<file path="src/rtl/uart_cmd_parser.sv">
// Turns the UART receive byte stream into register-file write/read strobes
// and returns read data to the UART transmitter.
module uart_cmd_parser #(
    parameter int ADDR_WIDTH = 4,
    parameter int DATA_WIDTH = 8,
    parameter int TIMEOUT    = 255
) (
    input  logic                  CLK,
    input  logic                  RST,
    input  logic [DATA_WIDTH-1:0] RX_P_DATA,
    input  logic                  RX_D_VLD,
    input  logic                  parity_error,
    input  logic                  framing_error,
    output logic                  WrEn,
    output logic                  RdEn,
    output logic [ADDR_WIDTH-1:0] Address,
    output logic [DATA_WIDTH-1:0] WrData,
    input  logic [DATA_WIDTH-1:0] RdData,
    input  logic                  RdData_Valid,
    input  logic                  busy,
    output logic [DATA_WIDTH-1:0] TX_P_DATA,
    output logic                  TX_D_VLD,
    output logic [7:0]            DROP_CNT
);

    typedef enum logic [2:0] {
        IDLE,
        WR_ADDR,
        WR_DATA,
        RD_ADDR,
        RD_WAIT,
        TX_SEND
    } state_t;

    localparam logic [DATA_WIDTH-1:0] OP_WRITE = DATA_WIDTH'(8'hAA);
    localparam logic [DATA_WIDTH-1:0] OP_READ  = DATA_WIDTH'(8'hBB);
    localparam logic [7:0]            WAIT_LAST = 8'(TIMEOUT - 1);

    state_t                  state_q, state_d;
    logic [ADDR_WIDTH-1:0]   addr_q, addr_d;
    logic [DATA_WIDTH-1:0]   wrData_q, wrData_d;
    logic [DATA_WIDTH-1:0]   txData_q, txData_d;
    logic [7:0]              cnt_q, cnt_d;
    logic [7:0]              dropCnt_q, dropCnt_d;
    logic                    wrEn_q, wrEn_d;
    logic                    rdEn_q, rdEn_d;
    logic                    txVld_q, txVld_d;
    logic                    drop;
    logic                    rxBad;
    logic                    rxGood;

    assign rxBad  = RX_D_VLD & (parity_error | framing_error);
    assign rxGood = RX_D_VLD & ~(parity_error | framing_error);

    // cnt_q holds (wait cycle - 1): the RdEn cycle is wait cycle 1, so the
    // last chance for RdData_Valid is when cnt_q equals TIMEOUT-1.
    always_comb begin
        state_d  = state_q;
        addr_d   = addr_q;
        wrData_d = wrData_q;
        txData_d = txData_q;
        cnt_d    = cnt_q;
        wrEn_d   = 1'b0;
        rdEn_d   = 1'b0;
        txVld_d  = 1'b0;
        drop     = 1'b0;

        case (state_q)
            IDLE: begin
                if (rxBad) begin
                    drop = 1'b1;
                end else if (rxGood) begin
                    if (RX_P_DATA == OP_WRITE) begin
                        state_d = WR_ADDR;
                    end else if (RX_P_DATA == OP_READ) begin
                        state_d = RD_ADDR;
                    end else begin
                        drop = 1'b1;
                    end
                end
            end
            WR_ADDR: begin
                if (rxBad) begin
                    drop    = 1'b1;
                    state_d = IDLE;
                end else if (rxGood) begin
                    addr_d  = RX_P_DATA[ADDR_WIDTH-1:0];
                    state_d = WR_DATA;
                end
            end
            WR_DATA: begin
                if (rxBad) begin
                    drop    = 1'b1;
                    state_d = IDLE;
                end else if (rxGood) begin
                    wrData_d = RX_P_DATA;
                    wrEn_d   = 1'b1;
                    state_d  = IDLE;
                end
            end
            RD_ADDR: begin
                if (rxBad) begin
                    drop    = 1'b1;
                    state_d = IDLE;
                end else if (rxGood) begin
                    addr_d  = RX_P_DATA[ADDR_WIDTH-1:0];
                    rdEn_d  = 1'b1;
                    cnt_d   = 8'd0;
                    state_d = RD_WAIT;
                end
            end
            RD_WAIT: begin
                if (RdData_Valid) begin
                    txData_d = RdData;
                    state_d  = TX_SEND;
                end else if (cnt_q == WAIT_LAST) begin
                    drop    = 1'b1;
                    state_d = IDLE;
                end else begin
                    cnt_d = cnt_q + 8'd1;
                end
            end
            TX_SEND: begin
                if (!busy) begin
                    txVld_d = 1'b1;
                    state_d = IDLE;
                end
            end
            default: state_d = IDLE;
        endcase

        dropCnt_d = (drop && (dropCnt_q != 8'hFF)) ? dropCnt_q + 8'd1 : dropCnt_q;
    end

    always_ff @(posedge CLK or negedge RST) begin
        if (!RST) begin
            state_q   <= IDLE;
            addr_q    <= '0;
            wrData_q  <= '0;
            txData_q  <= '0;
            cnt_q     <= 8'd0;
            dropCnt_q <= 8'd0;
            wrEn_q    <= 1'b0;
            rdEn_q    <= 1'b0;
            txVld_q   <= 1'b0;
        end else begin
            state_q   <= state_d;
            addr_q    <= addr_d;
            wrData_q  <= wrData_d;
            txData_q  <= txData_d;
            cnt_q     <= cnt_d;
            dropCnt_q <= dropCnt_d;
            wrEn_q    <= wrEn_d;
            rdEn_q    <= rdEn_d;
            txVld_q   <= txVld_d;
        end
    end

    assign WrEn      = wrEn_q;
    assign RdEn      = rdEn_q;
    assign Address   = addr_q;
    assign WrData    = wrData_q;
    assign TX_P_DATA = txData_q;
    assign TX_D_VLD  = txVld_q;
    assign DROP_CNT  = dropCnt_q;

endmodule

</file>
<file path="config.mk">
export PLATFORM = sky130hd
export DESIGN_NAME = uart_cmd_parser
export DESIGN_NICKNAME = d
export VERILOG_FILES = /design/src/rtl/uart_cmd_parser.sv
export SDC_FILE = /design/constraint.sdc
export NUM_CORES = 1
export LEC_CHECK = 0
export BUFFER_PORTS_ARGS = -buffer_cell sky130_fd_sc_hd__buf_2
export CAP_MARGIN = 40
export CORE_UTILIZATION = 35
export DETAILED_ROUTE_END_ITERATION = 8
export GPL_ROUTABILITY_DRIVEN = 0
export SYNTH_ARGS = -nofsm -noshare
export SYNTH_HDL_FRONTEND = slang
export SYNTH_SLANG_ARGS = --single-unit
export TNS_END_PERCENT = 100
</file>
<file path="constraint.sdc">
create_clock -name CLK -period 4.81 [get_ports CLK]
set_input_delay 1.443 -clock CLK [delete_from_list [all_inputs] [get_ports CLK]]
set_output_delay 1.443 -clock CLK [all_outputs]
set_load 0.03 [all_outputs]
</file>
==> results.cfg <==
[clocking]
cts_setup_buffers = 0
clock_latency_ns = 0.29
cts_tree = built
clk_pin_slew_ns = 0.07
cts_hold_buf = 0
cts.path.max_buffers = 2
clock-root-buffer = clkbuf_8
cts_inserted_buffers = 5
htreeDepth = 2
cts_sinks = 42
post_cts_resized = 0

[grt]
grtUsageTotal = 0.153
first_global_vias = 1530
grt_max_degree = 31
antenna_found_initial = 0
grt_pass1_wl_um = 7350
grt.overflow.total = 0

[sta]
hold_viol = 0
rsz0062_at_grt = false
fin_crit_ns = 2.75
fin_worst_skew_ns = 0.00629
finalCritPeriodShare = 0.571
hold_ws_ns = 0.505
finalMaxSlewViolations = 0
clock.fmax_ghz = 0.364
setup_viol = 0
relSlewSlack = 0.575
setup_tns_ns = 0
tightest_slew_ns = 0.635

[pwr]
power.switching_w = 0.000639
combPwrFrac = 0.437
p_sw_frac = 0.438
clockPowerShare = 0.144
seq_power_share = 0.419
p_int_w = 0.000819
leakage_nw = 1.14
power_w = 0.00146
pwr_density_cell_nw_per_um2 = 580
peakVddDrop_mv = 0.364

[critical_path]
critPathCaptureType = flop
crit_buf_inv = 1
cp_data_required_time_ns = 4.96
max_stage_delay_ns = 0.48
cp_cell_sequence = buf_2, nor4b_4, o311ai_2, a2111oi_0, o22ai_1
crit_path_top_delay_cell = a2111oi_0
crit_family = compound AO/OA/AOI/OAI gates
cp_data_arrival_time_ns = 2.90
startpoint_type = input port
crit_type = in -> reg
path_max_fanout = 6

[cells_and_area]
antenna_cells = 0
finish.utilization = 0.448
finalInstanceArea_um2 = 2510
drive_above_1_share = 0.403
nFillCells = 566
nNetsFinal = 259
seq_area_um2 = 1050
multi_input_area_um2 = 995
area_growth_pct = 21.5

[drt]
dr.first_iter.drc_count = 125
drt_first_pass_iters = 4
routed_via_density = 5.34
vias = 1629
totalWireLength_um = 4290
wl_per_cell_um = 14.1
ant_nets = 0
drc = 0

[placement]
port_buffers = 53
hpwl_um = 3250
dpl_cell_area_um2 = 2440

[logic_synthesis]
synth_area_leader_cell = dfrtp_1
synth-seq-area-share = 0.508
async_flop_share = 1.00
synthCells = 174
syn_area_per_cell_um2 = 11.9
synthTopCellsByArea = dfrtp_1 (51%), mux2_2 (12%), nor4b_4 (3.4%)
synth-compound-area-share = 0.133
ys_warn_count = 0
synth.distinct_cells = 47
synth-seq-cells = 42
synthMuxAreaShare = 0.130
synth_area_um2 = 2070
synth-simple-area-share = 0.187
synth_top_area_frac = 0.508
synth_top_family_by_area = simple AND/OR/NAND/NOR gates
synth_fp_nets = 200
synth_edf_count = 0
synth-adder-area-share = 0.0181
synth-xor-area-share = 0.0127
synthFlopType = dfrtp_1

[floorplanning]
num_io_pins = 54
die_h_um = 78.9
core_um2 = 5610
die_w_um = 78.9
start_util = 0.369
die-area_um2 = 6220
rows = 27

[job]
drv_cap = 0

[worst_hold_path]
hold_path_class = reg -> reg

[outcome]
outcome = finished, final reports clean
## cell usage after synthesis (4+ instances only)
master    number
dfrtp_1       42
mux2_2        22
nand2_1       13
nand3_1       10
o211ai_1       7
o21ai_0        7
nand4_1        6
nor2_1         6
a21oi_1        4
inv_1          4
## power by group through the flow
stage | registers, W | clock network, W | logic, W
finish | 0.000610 | 0.000210 | 0.000637
global route | 0.000636 | 0.000236 | 0.000693
CTS | 0.000611 | 0.000222 | 0.000644
detailed placement | 0.000617 | 0 | 0.000643
global placement | 0.000615 | 0 | 0.000636
floorplan | 0.000813 | 0 | 0.000254
## worst paths after layout
path,slack (ns),cells past startpoint,from,endpoint
max,2.06,5,framing_error,DROP_CNT[5]
min,0.51,1,TX_P_DATA[3],TX_P_DATA[3]
max reg2reg,2.78,4,state_q[0],DROP_CNT[6]
min reg2reg,0.51,1,TX_P_DATA[3],TX_P_DATA[3]
max in group asynchronous,3.30,2,RST,DROP_CNT[1]
min in group asynchronous,1.04,1,RST,TX_P_DATA[6]
## layout make-up
cell class,instances,share of cell area
clock buffer,5,0.0274
clock inverter,2,0.00398
inverter,4,0.00597
multi-input combinational,126,0.396
sequential,42,0.418
tap,72,0.0358
timing repair buffer,54,0.113
## cells by family after synthesis
| family | count (synthesis) |
|---|---|
| AND/OR/NAND/NOR | 60 |
| buffers and inverters | 6 |
| adder cells (fa/ha/maj) | 3 |
| XOR/XNOR | 3 |
| multiplexers | 24 |
| AO/OA/AOI/OAI | 36 |
| flip-flops | 42 |
## per-layer routing
| metal | vias to the layer above | wire length, um | global-route usage |
|---|---|---|---|
| met5 | - | 0 | 0 |
| li1 | 789 | - | - |
| met1 | 783 | 2110 | 0.217 |
| met3 | 5 | 251 | 0.0356 |
| met4 | 0 | 62 | 0.0545 |
| met2 | 52 | 1860 | 0.227 |
## cells in the final DEF, fill, tap and decap left out, types with 2 or more instances in the layout
cell type | synthesis | layout
buf_2 | 1 | 53
dfrtp_1 | 42 | 42
mux2_2 | 22 | 22
nand2_1 | 13 | 13
nand3_1 | 10 | 10
o21ai_0 | 7 | 7
o211ai_1 | 7 | 7
nor2_1 | 6 | 6
nand4_1 | 6 | 6
clkbuf_8 | 0 | 5
inv_1 | 4 | 4
a21oi_1 | 4 | 4
nor4b_4 | 3 | 3
xor2_1 | 3 | 3
ha_1 | 3 | 3
nand3b_1 | 2 | 2
nand2b_1 | 2 | 2
and3_1 | 2 | 2
or2_2 | 2 | 2
o41ai_1 | 2 | 2
o31ai_1 | 2 | 2
or4_1 | 2 | 2
nor3_1 | 2 | 2
or3_1 | 2 | 2
o311ai_1 | 2 | 2
clkinv_2 | 0 | 2
## sequential cells by signal, indices dropped and copies added, names as in the netlist
name / cells
TX_P_DATA: 8
WrData: 8
state_q: 3
DROP_CNT: 8
WrEn: 1
RdEn: 1
Address: 4
cnt_q: 8
TX_D_VLD: 1
## worst reg2reg max path: stages, from the launching register on
cell and delay, ns:
dfrtp_1 0.54, nor4b_4 0.48, nand3_2 0.23, a311oi_2 0.32, mux2_1 0.34
## per-stage QoR
stage	cells	worst slack, ns
detailed placement	298	1.77
global placement	297	1.81
CTS	305	2.07
floorplan	174	2.01
global route	305	1.95
finish	305	2.06
No activity file was read; power rests on OpenSTA's default activity.
